===== src/rtl/unary_add_pkg.sv =====
// rtl/unary_add_pkg.sv - shared types and width helpers for the unary adder sequencer
// Purpose: sequencer state encoding, default stream length and width helpers.
// Ports: none (package).
package unary_add_pkg;

  localparam int LEN_DEFAULT = 14;

  typedef enum logic [2:0] {
    ST_IDLE,
    ST_CLEAR,
    ST_STREAM,
    ST_SWITCH,
    ST_DRAIN,
    ST_DONE
  } state_t;

  // Operand width: must hold 0..len.
  function automatic int width_w(input int len);
    return $clog2(len + 1);
  endfunction

  // Sum width: must hold 0..2*len.
  function automatic int width_cw(input int len);
    return $clog2(2 * len + 1);
  endfunction

endpackage


===== src/rtl/unary_stream_gen.sv =====
// rtl/unary_stream_gen.sv - binary value to thermometer bit for one stream cycle
// Purpose: emits 1 while the cycle index is below the value, so a value v
//          produces exactly v leading ones over the stream.
// Ports:
//   value   in  W  binary operand (already clamped)
//   index   in  W  current stream cycle index
//   bit_out out 1  thermometer bit for this cycle
module unary_stream_gen
  import unary_add_pkg::*;
#(
  parameter int W = width_w(LEN_DEFAULT)
) (
  input  logic [W-1:0] value,
  input  logic [W-1:0] index,
  output logic         bit_out
);

  assign bit_out = (index < value);

endmodule


===== src/rtl/unary_add_sequencer.sv =====
// rtl/unary_add_sequencer.sv - feeds one serial unary adder and collects its binary sum
// Purpose: accepts an operand pair, streams both as thermometer codes into the
//          adder, switches it to write mode, counts its output ones and returns
//          the sum with overflow and self-check flags.
// Ports:
//   clk, rst               clock, synchronous active-high reset
//   in_valid/in_ready      operand handshake; a_val, b_val binary operands
//   out_valid/out_ready    result handshake; sum, ovf, err result fields
//   add_rst_n, add_en      adder reset (active-low) and enable
//   add_rw                 adder mode: 0 read operands, 1 write result
//   add_A, add_B           unary operand streams
//   add_dout, add_C        adder serial result and carry/overflow
module unary_add_sequencer
  import unary_add_pkg::*;
#(
  parameter int LEN   = LEN_DEFAULT,
  parameter int W     = width_w(LEN),
  parameter int CW    = width_cw(LEN),
  parameter int DRAIN = 2 * LEN
) (
  input  logic          clk,
  input  logic          rst,
  input  logic          in_valid,
  output logic          in_ready,
  input  logic [W-1:0]  a_val,
  input  logic [W-1:0]  b_val,
  output logic          out_valid,
  input  logic          out_ready,
  output logic [CW-1:0] sum,
  output logic          ovf,
  output logic          err,
  output logic          add_rst_n,
  output logic          add_en,
  output logic          add_rw,
  output logic          add_A,
  output logic          add_B,
  input  logic          add_dout,
  input  logic          add_C
);

  // One counter serves both the stream phase and the drain window.
  localparam int CNTW = $clog2(DRAIN + 1);

  state_t          state_q, state_d;
  logic [CNTW-1:0] cnt_q, cnt_d;
  logic [W-1:0]    a_q, a_d, b_q, b_d;
  logic [W-1:0]    a_clamp, b_clamp;
  logic [CW-1:0]   sum_d;
  logic            ovf_d, err_d;
  logic            in_ready_d, out_valid_d;
  logic            add_rst_n_d, add_en_d, add_rw_d, add_a_d, add_b_d;
  logic            therm_a, therm_b;

  assign a_clamp = (a_val > W'(LEN)) ? W'(LEN) : a_val;
  assign b_clamp = (b_val > W'(LEN)) ? W'(LEN) : b_val;

  // Stream bits are generated for the index the counter is about to hold,
  // so the registered add_A/add_B line up with the registered state.
  unary_stream_gen #(.W(W)) u_gen_a (
    .value   (a_q),
    .index   (cnt_d[W-1:0]),
    .bit_out (therm_a)
  );

  unary_stream_gen #(.W(W)) u_gen_b (
    .value   (b_q),
    .index   (cnt_d[W-1:0]),
    .bit_out (therm_b)
  );

  // Next state, counter and result fields.
  always_comb begin
    state_d = state_q;
    cnt_d   = cnt_q;
    a_d     = a_q;
    b_d     = b_q;
    sum_d   = sum;
    ovf_d   = ovf;
    err_d   = err;
    case (state_q)
      ST_IDLE: begin
        if (in_valid) begin
          a_d     = a_clamp;
          b_d     = b_clamp;
          cnt_d   = '0;
          sum_d   = '0;
          ovf_d   = 1'b0;
          err_d   = 1'b0;
          state_d = ST_CLEAR;
        end
      end
      ST_CLEAR: begin
        cnt_d   = '0;
        state_d = ST_STREAM;
      end
      ST_STREAM: begin
        // Counter holds LEN-1 on exit; SWITCH restarts it.
        if (cnt_q == CNTW'(LEN - 1)) begin
          state_d = ST_SWITCH;
        end else begin
          cnt_d = cnt_q + 1'b1;
        end
      end
      ST_SWITCH: begin
        cnt_d   = '0;
        state_d = ST_DRAIN;
      end
      ST_DRAIN: begin
        if (sum != CW'(2 * LEN)) begin
          sum_d = sum + CW'(add_dout);
        end
        ovf_d = ovf | add_C;
        if (cnt_q == CNTW'(DRAIN - 1)) begin
          err_d   = (sum_d != (CW'(a_q) + CW'(b_q)));
          state_d = ST_DONE;
        end else begin
          cnt_d = cnt_q + 1'b1;
        end
      end
      ST_DONE: begin
        if (out_ready) begin
          state_d = ST_IDLE;
        end
      end
      default: state_d = ST_IDLE;
    endcase
  end

  // Output values for the state being entered; registered below.
  always_comb begin
    in_ready_d  = 1'b0;
    out_valid_d = 1'b0;
    add_rst_n_d = 1'b1;
    add_en_d    = 1'b0;
    add_rw_d    = 1'b0;
    add_a_d     = 1'b0;
    add_b_d     = 1'b0;
    case (state_d)
      ST_IDLE:   in_ready_d = 1'b1;
      ST_CLEAR:  add_rst_n_d = 1'b0;
      ST_STREAM: begin
        add_en_d = 1'b1;
        add_a_d  = therm_a;
        add_b_d  = therm_b;
      end
      ST_SWITCH, ST_DRAIN: begin
        add_en_d = 1'b1;
        add_rw_d = 1'b1;
      end
      ST_DONE:   out_valid_d = 1'b1;
      default:   in_ready_d = 1'b0;
    endcase
  end

  always_ff @(posedge clk) begin
    if (rst) begin
      state_q   <= ST_IDLE;
      cnt_q     <= '0;
      a_q       <= '0;
      b_q       <= '0;
      in_ready  <= 1'b1;
      out_valid <= 1'b0;
      sum       <= '0;
      ovf       <= 1'b0;
      err       <= 1'b0;
      add_rst_n <= 1'b0;
      add_en    <= 1'b0;
      add_rw    <= 1'b0;
      add_A     <= 1'b0;
      add_B     <= 1'b0;
    end else begin
      state_q   <= state_d;
      cnt_q     <= cnt_d;
      a_q       <= a_d;
      b_q       <= b_d;
      in_ready  <= in_ready_d;
      out_valid <= out_valid_d;
      sum       <= sum_d;
      ovf       <= ovf_d;
      err       <= err_d;
      add_rst_n <= add_rst_n_d;
      add_en    <= add_en_d;
      add_rw    <= add_rw_d;
      add_A     <= add_a_d;
      add_B     <= add_b_d;
    end
  end

endmodule

===== config.mk =====
export PLATFORM = sky130hd
export DESIGN_NAME = unary_add_sequencer
export DESIGN_NICKNAME = d
export VERILOG_FILES = /design/src/rtl/unary_add_pkg.sv /design/src/rtl/unary_stream_gen.sv /design/src/rtl/unary_add_sequencer.sv
export SDC_FILE = /design/constraint.sdc
export NUM_CORES = 1
export LEC_CHECK = 0
export ABC_AREA = 1
export CAP_MARGIN = 20
export CORE_AREA = 4 4 71 57
export DETAILED_ROUTE_END_ITERATION = 8
export DIE_AREA = 0 0 75 61
export PLACE_DENSITY = 0.8
export SLEW_MARGIN = 20
export SYNTH_ARGS = -nofsm -noshare
export SYNTH_HDL_FRONTEND = slang
export SYNTH_SLANG_ARGS = --single-unit

===== constraint.sdc =====
create_clock -name clk -period 2.85 [get_ports clk]
set_input_delay 0.285 -clock clk [delete_from_list [all_inputs] [get_ports clk]]
set_output_delay 0.285 -clock clk [all_outputs]
set_load 0.02 [all_outputs]

[After elaboration in Yosys (flattened, before gate mapping)]
Index checks and enable logic that the tools add are counted.
Cells by class
  bitwise logic cells: 2
  order comparisons: 4
  add/subtract/negate cells: 3
  eq/ne operators: 18
  mux-type cells: 24
  reduce and logical (&&, ||, !) cells: 12
Operator list (count)
  2-to-1 mux 5 bit: 6
  case mux 5 bit (4 select lines): 1
  case mux 3 bit (6 select lines): 1
  == test 3 x 2 -> 1 bit (second input constant): 4
  == test 3 bit (second input constant): 4
  2-to-1 mux 3 bit: 4
  case mux 5 bit (2 select lines): 1
  > comparator 4 bit (second input constant): 2
  less-than comparator 4 bit: 2
  2-to-1 mux 4 bit: 2
  inequality test 2 bit (second input constant): 4
  2-to-1 mux 1 bit: 7
  == test 3 x 1 -> 1 bit (second input constant): 2
  logical NOT 3 bit: 2
  OR reduction 2 bit: 3
  adder 4 x 4 -> 5 bit: 1
  adder 5 x 1 -> 5 bit: 1
  adder 5 x 1 -> 5 bit (second input constant): 1
  == test 5 x 4 -> 1 bit (second input constant): 1
  == test 5 bit (second input constant): 1
  inequality test 5 bit: 1
  inequality test 5 bit (second input constant): 1
  case mux 1 bit (2 select lines): 2
  AND reduction 2 bit: 2
  7 further kinds: 7
Storage, ports and cells
  bits of input ports: 14
  bits in registers: 30
  logic and storage cells: 78
  output and inout port bits: 14

[Longest topological paths before layout]
Gate-level depths: netlist of run 1.
  word-level depth: 6
  mapped depth: 12
  mapped depth without buffers: 12

[Modules after synthesis]
From an unflattened synthesis of run 1, not the netlist that was laid out.
Unflattened totals
  cells, all modules: 262
  area total of the unflattened synthesis: 1776.7 um2
Modules (own cells, without submodules)
  unary_add_sequencer: area each 1594.0 um2, seq. area each 600.6 um2, instances 1, cells an instance 232
  unary_stream_gen: area each 91.3 um2, seq. area each 0.0 um2, instances 2, cells an instance 15

[Least setup slack after synthesis of run 1]
OpenSTA, ideal clock, no wires.
  path kind: register to register
  from: register cnt_q[0]
  to: register add_B
  clock period less this slack: 1.708 ns
  setup slack: 1.142 ns
  library setup time: 0.066 ns
  arrival: 1.642 ns
  path buffers: 0
  required time: 2.784 ns
  stages on the path, launching flop included: 12
  cells stage by stage: dfxtp_1 > ha_1 > nand2_1 > nor2_1 > nand2_2 > inv_2 > nor2_4 > nand3_1 > ha_1 > a21oi_1 > nand2_1 > a21oi_2
Between the ends
  elaborated cells on any way between the ends: 14
  classes of those cells: 1 x add/sub; 1 x order compare; 3 x eq/ne; 7 x mux; 1 x bitwise; 1 x reduce/logical
RTL lines
  start, declared: RTL line unary_add_sequencer.sv:45  | logic [CNTW-1:0] cnt_q, cnt_d;
  start signal, assigned: RTL line unary_add_sequencer.sv:173  | cnt_q <= cnt_d;
  adder 5 x 1 -> 5 bit (tied with other cells): RTL line unary_add_sequencer.sv:101, unary_add_sequencer.sv:117
  2-to-1 mux 5 bit, on equally long branches: RTL line unary_add_sequencer.sv:113, unary_add_sequencer.sv:98
  case mux 5 bit (4 select lines) (*): RTL line unary_add_sequencer.sv:80  | case (state_q)
  named net cnt_d[3]: RTL line unary_add_sequencer.sv:45
  less-than comparator 4 bit (*): RTL line unary_stream_gen.sv:18  | assign bit_out = (index < value);
  end signal, assigned: RTL line unary_add_sequencer.sv:170  | add_B <= 1'b0;
  end signal, assigned: RTL line unary_add_sequencer.sv:185  | add_B <= add_b_d;
  end, declared: RTL line unary_add_sequencer.sv:36  | output logic add_B,
The timed path passes the listed nets; every way through them passes the cells marked *. The select of a mux whose other input is x is not followed.
A chain may end at the register's enable or synchronous reset.

[Final worst setup path of run 1]
  from: register cnt_q[1]
  to: register add_A
Between the ends
  elaborated cells on any way between the ends: 14
  classes of those cells: 1 x add/sub; 1 x order compare; 3 x eq/ne; 7 x mux; 1 x bitwise; 1 x reduce/logical
RTL lines
  adder 5 x 1 -> 5 bit (tied with other cells): RTL line unary_add_sequencer.sv:101, unary_add_sequencer.sv:117
  2-to-1 mux 5 bit, on equally long branches: RTL line unary_add_sequencer.sv:113, unary_add_sequencer.sv:98
  case mux 5 bit (4 select lines) (*): RTL line unary_add_sequencer.sv:80
  named net cnt_d[3]: RTL line unary_add_sequencer.sv:45
  less-than comparator 4 bit (*): RTL line unary_stream_gen.sv:18
  end signal, assigned: RTL line unary_add_sequencer.sv:169  | add_A <= 1'b0;
  end signal, assigned: RTL line unary_add_sequencer.sv:184  | add_A <= add_a_d;
  end, declared: RTL line unary_add_sequencer.sv:35  | output logic add_A,
Marked as above.

==> qor.yml, run 1 <==
outcome: "completed"
vias_per_cell: 5.13
syn_area_mm2: 0.00180
hpwlAfterDp_mm: 3.09
fin_tns_setup_ns: 0
cpPeakStageDelay_ns: 0.40
htreeDepth: 2
wl_met1_mm: 2.09
r2r-end: "add_A"
yosysTopAreaCell: "dfxtp_1"
die_h_um: 61
p_leak_nw: 1.01
tritoncts: "yes"
pwr-share-seq_pct: 41.7
comb_power_share_pct: 18.3
wl_mm: 3.98
cts_sinks: 30
start_util_pct: 55.0
wl_met2_mm: 1.65
powerDensity_mw_per_mm2: 497
cp.required_ns: 3.06
dr.pass1.iters: 6
final_common_cell: "nand2_1"
multiInputGateArea_mm2: 0.00101
dr_wl_met3_um: 176
portBuffers: 27
setup_viol_count_final: 0
seq_area_frac_synth_pct: 33.4
clk_latency_ns: 0.28
dp_slack_ns: 0.881
top_layer: "met4"
syn_nets: 285
pin_count: 28
dieArea_mm2: 0.00458
r2r-start: "cnt_q[1]"
netlist-cell-type-count: 31
hold_path_end: "ovf"
ys_ff_latch: 30
pwr-share-clk_pct: 40.0
drc_errors: 0
wire_per_inst_um: 12.2
synth_compound_area_share_pct: 12.2
ys_warn_count: 0
internal_power_uw: 805
holdPathStages: 2
synthSimpleGateAreaFrac_pct: 32.0
syn_area_per_cell_um2: 7.02
cp_max_fo: 5
hp-class: "flop to flop"
synth_top_area_share_pct: 33.4
grt-ovfl-total: 0
max_freq_mhz: 507
drt_iter0_drc: 163
areaGrowthSynthToFinish_pct: 22.7
min_period_ns: 1.97
synthCells: 256
grt_pass1_vias: 1541
yosys.area_share.adder_pct: 10.9
synth_top_family_by_area: "simple AND/OR/NAND/NOR gates"
synthXorXnorAreaFrac_pct: 0.975
crit_top_cell: "nand2_1"
r2r_slack_ns: 0.88
drv_slew: 0
clkTransAtPathRegs_ns: 0.07
vias: 1674
track_usage_pct: 19.7
start_kind: "flop"
grt_first_pass_wirelength_mm: 6.84
antenna_cells: 0
critPathCaptureType: "flop"
setup_ws_ns: 0.877
cpMaxStageDelayCell: "dfxtp_1"
fillerInstances: 283
grt_max_degree: 21
die_width_um: 75
cts-root-buf: "clkbuf_8"
finalClockSkew_ns: 0.00558
cap_viol_max_count: 0
postCtsSetupBuffers: 0
timing.hold.ws_ns: 0.483
worst_pin_slew_ns: 0.715
power_switching_uw: 291
antenna_found_initial: 0
nNetsFinal: 315
path_class: "flop to flop"
synth.area.mux_share_pct: 0
layout-drive-gt1-share_pct: 10.1
rsz0062_at_grt: "false"
r2r_cells: 12
cts_buffers: 5
core-area_mm2: 0.00327
peakVddDrop_uv: 345
hold_viol: 0
ctsHoldBuffers: 0
switching_share_pct: 26.5
cts_resized: 0
cp.arrival_ns: 2.19
drtAntennaViolNets: 0
min_period_over_period_pct: 69.2
relSlewSlack_pct: 52.2
hold_path.startpoint: "ovf"
clock_path_buffers: 2
final_cell_mix: "65 x nand2_1, 36 x inv_1, 30 x dfxtp_1"
area.sequential_um2: 601
place_congestion: 0.883
synth_area_leaders: "dfxtp_1 33%, nand2_1 14%, ha_1 9.7%"
rows: 18
path_cells: "inv_1, ha_1, nand2_1, nor2_1, nand2_1, inv_2, nor2_4, nand3_1, ha_1, a21oi_1, nand2_1, a21oi_2"
## power groups by stage
stage          Clock, mW  Sequential (mW)  Combinational [mW]
3_3_place_gp           0            0.466               0.194
5_1_grt            0.467            0.460               0.228
2_1_floorplan          0            0.473               0.127
6_report           0.438            0.457               0.200
3_5_place_dp           0            0.467               0.198
4_1_cts            0.447            0.457               0.200
## worst max path at each step
stage	start	end	cells past startpoint
6_report	cnt_q[1]	add_A	12
5_1_grt	cnt_q[0]	add_B	11
4_1_cts	cnt_q[1]	add_A	12
3_5_place_dp	in_valid	add_A	12
3_3_place_gp	in_valid	add_B	12
2_1_floorplan	cnt_q[0]	add_B	11
## per-stage QoR
| stage | utilization [%] | instance area [µm²] | std cells | total power [mW] |
|---|---|---|---|---|
| 2_1_floorplan | - | 1800 | 256 | 0.601 |
| 3_3_place_gp | 64.1 | 2090 | 319 | 0.660 |
| 3_5_place_dp | 64.1 | 2090 | 319 | 0.665 |
| 4_1_cts | 67.5 | 2200 | 326 | 1.10 |
| 5_1_grt | 67.5 | 2200 | 326 | 1.16 |
| 6_report | 67.5 | 2200 | 326 | 1.10 |
## cells by family after synthesis
logic type,count (synthesis)
AOI/OAI and AO/OA,40
adders and majority gates,15
and+or+nand+nor,123
buffers and inverters,46
DFF,30
xor gates and xnor gates,2
## layout make-up
type,instances,share of cell area (%)
Clock buffer,6,3.75
Clock inverter,1,1.36
Inverter,40,6.81
Multi-Input combinational cell,180,45.6
Sequential cell,30,27.2
Tap cell,40,2.27
Timing Repair Buffer,29,12.9
## worst max-delay path: cells and delay by family (launching register included)
kind	cells	cell delay, ns
adders and majority gates	2	0.50
DFF	1	0.40
buffers and inverters	2	0.12
and+or+nand+nor	6	0.61
AOI/OAI and AO/OA	2	0.26
## synth_stat cells
library cell	number
a211oi_1	1
a21oi_1	24
a21oi_2	2
a31oi_1	1
buf_2	2
buf_4	2
buf_6	1
clkbuf_1	1
dfxtp_1	30
fa_1	1
ha_1	14
inv_1	36
inv_2	4
nand2_1	65
nand2_2	4
nand2_4	1
nand3_1	26
nand3_2	1
nand3_4	1
nand3b_1	2
nand4_1	3
nor2_1	13
nor2_2	4
nor2_4	1
nor3_1	1
nor3b_2	1
o21ai_0	10
o21ai_2	1
o221ai_1	1
xnor2_1	1
xor2_1	1
## registers in the layout, summed over array words and instances (netlist names), 3 cells and up
signal   cells
sum          5
state_q      3
a_q          4
cnt_q        5
b_q          4
## routing by layer
| layer | vias to the layer above | global-route usage [%] |
|---|---|---|
| met2 | 43 | 29.5 |
| met1 | 739 | 27.8 |
| li1 | 883 | - |
| met4 | 0 | 6.60 |
| met3 | 9 | 4.47 |
| met5 | - | 0 |
Note: power is estimated with default switching activity, not from simulation.
==> inputs of run 2 (changes only) <==
--- a/config.mk
+++ b/config.mk
@@ -7,10 +7,10 @@
 export LEC_CHECK = 0
 export ABC_AREA = 1
 export CAP_MARGIN = 20
-export CORE_AREA = 4 4 71 57
+export CORE_AREA = 4 4 76 60
 export DETAILED_ROUTE_END_ITERATION = 8
-export DIE_AREA = 0 0 75 61
-export PLACE_DENSITY = 0.8
+export DIE_AREA = 0 0 80 64
+export PLACE_DENSITY = 0.74
 export SLEW_MARGIN = 20
 export SYNTH_ARGS = -nofsm -noshare
 export SYNTH_HDL_FRONTEND = slang
==> constraint.sdc (replaced) <==
create_clock -name clk -period 1.7 [get_ports clk]
set_input_delay 0.17 -clock clk [delete_from_list [all_inputs] [get_ports clk]]
set_output_delay 0.17 -clock clk [all_outputs]
set_load 0.02 [all_outputs]
==> run 2 against run 1 <==
  * The flow now finishes with violations (setup timing)
  * Power increased by 66%
  * Sequential cell count is the same
  * Sequential share of layout area fell by 4.5 points
  * Fmax up 12%
  * Setup slack got worse by 0.93 ns
  * Non-clock buffer count up 31
  * Register-to-register slack got worse by 0.93 ns
  * Core utilization is 2.0 points higher
  * Combinational power is 120% higher
  * Global-route usage is 0.24 points lower
  * Via count is 13% higher
  * Routed wire length up 31%
  * Critical endpoint is now add_B
==> qor.yml, run 2 (synthesized netlist as in run 1, its figures left out) <==
clk_latency_ns: 0.28  # about the same
fin_cells: 373  # was 326
path_cells: "inv_4, ha_4, nand2_4, nor2_4, nand2_2, inv_2, nor2_4, nand3_4, ha_4, a21oi_4, nand2_2, a21oi_2"  # was inv_1, ha_1, nand2_1, nor2_1, nand2_1, inv_2, nor2_4, nand3_1, ha_1, a21oi_1, nand2_1, a21oi_2
track_usage_pct: 19.4  # was 19.7%
hold_viol: 0  # unchanged
powerDensity_mw_per_mm2: 669  # was 497 mW/mm²
clock_path_buffers: 2  # unchanged
wire_per_inst_um: 14.0  # was 12.2 µm
drt_iter0_drc: 155  # was 163
place_inst: 359  # was 319
areaGrowthSynthToFinish_pct: 51.0  # was 22.7%
rsz0062_at_grt: "true"  # was false
peakVddDrop_uv: 482  # was 345 µV
grt_first_pass_wirelength_mm: 7.69  # was 6.84 mm
vias_per_cell: 5.08  # was 5.13
final_common_cell: "nand2_1"  # unchanged
clkTransAtPathRegs_ns: 0.07  # about the same
min_period_over_period_pct: 103  # was 69.2%
tritoncts: "yes"  # unchanged
critPathCaptureType: "flop"  # unchanged
path_class: "flop to flop"  # unchanged
cts-root-buf: "clkbuf_8"  # unchanged
max_freq_mhz: 569  # was 507 MHz
cp.required_ns: 1.92  # was 3.06 ns
grt_pass1_vias: 1706  # was 1,541
rows: 20  # was 18
drc_errors: 0  # unchanged
violations: "setup timing"
core-area_mm2: 0.00390  # was 0.00327 mm²
hpwlAfterDp_mm: 3.33  # was 3.09 mm
die_width_um: 80  # was 75 µm
p_leak_nw: 1.19  # was 1.01 nW
largest_registers: "cnt_q (5), sum (5)"  # unchanged
grt_max_degree: 17  # was 21
cp.arrival_ns: 1.98  # was 2.19 ns
nNetsFinal: 346  # was 315
cpMaxStageDelayCell: "dfxtp_4"  # was dfxtp_1
drv_slew: 0  # unchanged
pin_count: 28  # unchanged
wl_mm: 5.23  # was 3.98 mm
dieArea_mm2: 0.00512  # was 0.00458 mm²
cpPeakStageDelay_ns: 0.39  # was 0.40 ns
place_congestion: 0.860  # was 0.883
worst_pin_slew_ns: 0.347  # was 0.715 ns
setup_ws_ns: -0.0565  # was 0.877 ns
grt-ovfl-total: 0  # unchanged
cts_buffers: 5  # unchanged
ctsHoldBuffers: 0  # unchanged
finalClockSkew_ns: 0.00830  # was 0.00558 ns
drtAntennaViolNets: 0  # unchanged
setup_viol_count_final: 2  # was 0
htreeDepth: 2  # unchanged
antenna_found_initial: 0  # unchanged
die_h_um: 64  # was 61 µm
cap_viol_max_count: 0  # unchanged
vias: 1893  # was 1,674
start_kind: "flop"  # unchanged
start_util_pct: 46.0  # was 55.0%
cp_max_fo: 3  # was 5
layout-drive-gt1-share_pct: 34.3  # was 10.1%
cts_sinks: 30  # unchanged
dr.pass1.iters: 5  # was 6
outcome: "finished, violations left"  # was completed
portBuffers: 27  # unchanged
relSlewSlack_pct: 76.8  # was 52.2%
final_cell_mix: "53 x nand2_1, 32 x inv_1, 32 x buf_4"  # was 65 x nand2_1, 36 x inv_1, 30 x dfxtp_1
r2r_slack_ns: -0.06  # was 0.88 ns
antenna_cells: 0  # unchanged
p_total_mw: 1.81  # was 1.10 mW
hp-class: "primary input to flop"  # was flop to flop
min_period_ns: 1.76  # was 1.97 ns
-- run 2: worst paths after layout --
| path | from | end | depth (start not counted) |
|---|---|---|---|
| worst max-delay path | cnt_q[1] | add_B | 12 |
| worst min-delay path | b_val[0] | b_q[0] | 3 |
| worst max register to register | cnt_q[1] | add_B | 12 |
| worst min register to register | ovf | ovf | 2 |
-- run 2: stage by stage --
step / instance area, µm² / TNS, ns / hold slack [ns] / util, % / setup slack (ns)
CTS: 2500 / -0.0285 / 0.473 / 63.9 / -0.0195
global placement: 2300 / -0.153 / 0.462 / 59.0 / -0.0592
finish: 2710 / -0.0598 / 0.459 / 69.5 / -0.0565
floorplan: 1800 / 0 / 0.330 / - / 0.0114
global route: 2710 / -0.292 / 0.481 / 69.5 / -0.144
detailed placement: 2300 / -0.295 / 0.472 / 59.0 / -0.105
-- run 2: final cells by class --
cell class                      instances  area, µm²
Multi-Input combinational cell        180       1260
Fill cell                             298       1190
Sequential cell                        30        616
Timing Repair Buffer                   60        522
Inverter                               40        153
Clock buffer                            6       82.6
Tap cell                               55       68.8
Clock inverter                          2       12.5
-- run 2: layer usage --
| metal | global-route usage [%] | vias to the layer above | routed length, µm |
|---|---|---|---|
| met2 | 30.4 | 55 | 2530 |
| met1 | 25.3 | 874 | 2240 |
| met5 | 0 | - | 0 |
| met4 | 9.07 | 0 | 202 |
| li1 | - | 943 | - |
| met3 | 4.23 | 21 | 258 |
-- run 2: critical path: cells and delay by family (launching register included) --
| kind | cells | cell delay (ns) |
|---|---|---|
| buffers and inverters | 2 | 0.11 |
| flip-flops | 1 | 0.39 |
| AND/OR/NAND/NOR | 6 | 0.52 |
| AO/OA/AOI/OAI | 2 | 0.27 |
| adder cells (fa/ha/maj) | 2 | 0.41 |
-- run 2: power by group --
group / internal [mW] / switching (mW) / leakage [nW]
Clock: 0.325 / 0.285 / 0.0472
Combinational: 0.195 / 0.241 / 0.889
Sequential: 0.740 / 0.0279 / 0.249
-- run 2: what timing repair did --
| item | 4_1_cts | 5_1_grt |
|---|---|---|
| resized for setup | 17 | 48 |
| cloned | 0 | 0 |
| pin swaps | 9 | 22 |
| endpoints found under the setup margin | 3 | 4 |
| buffers inserted | 3 | 4 |
| endpoints found under the hold margin | 0 | 0 |
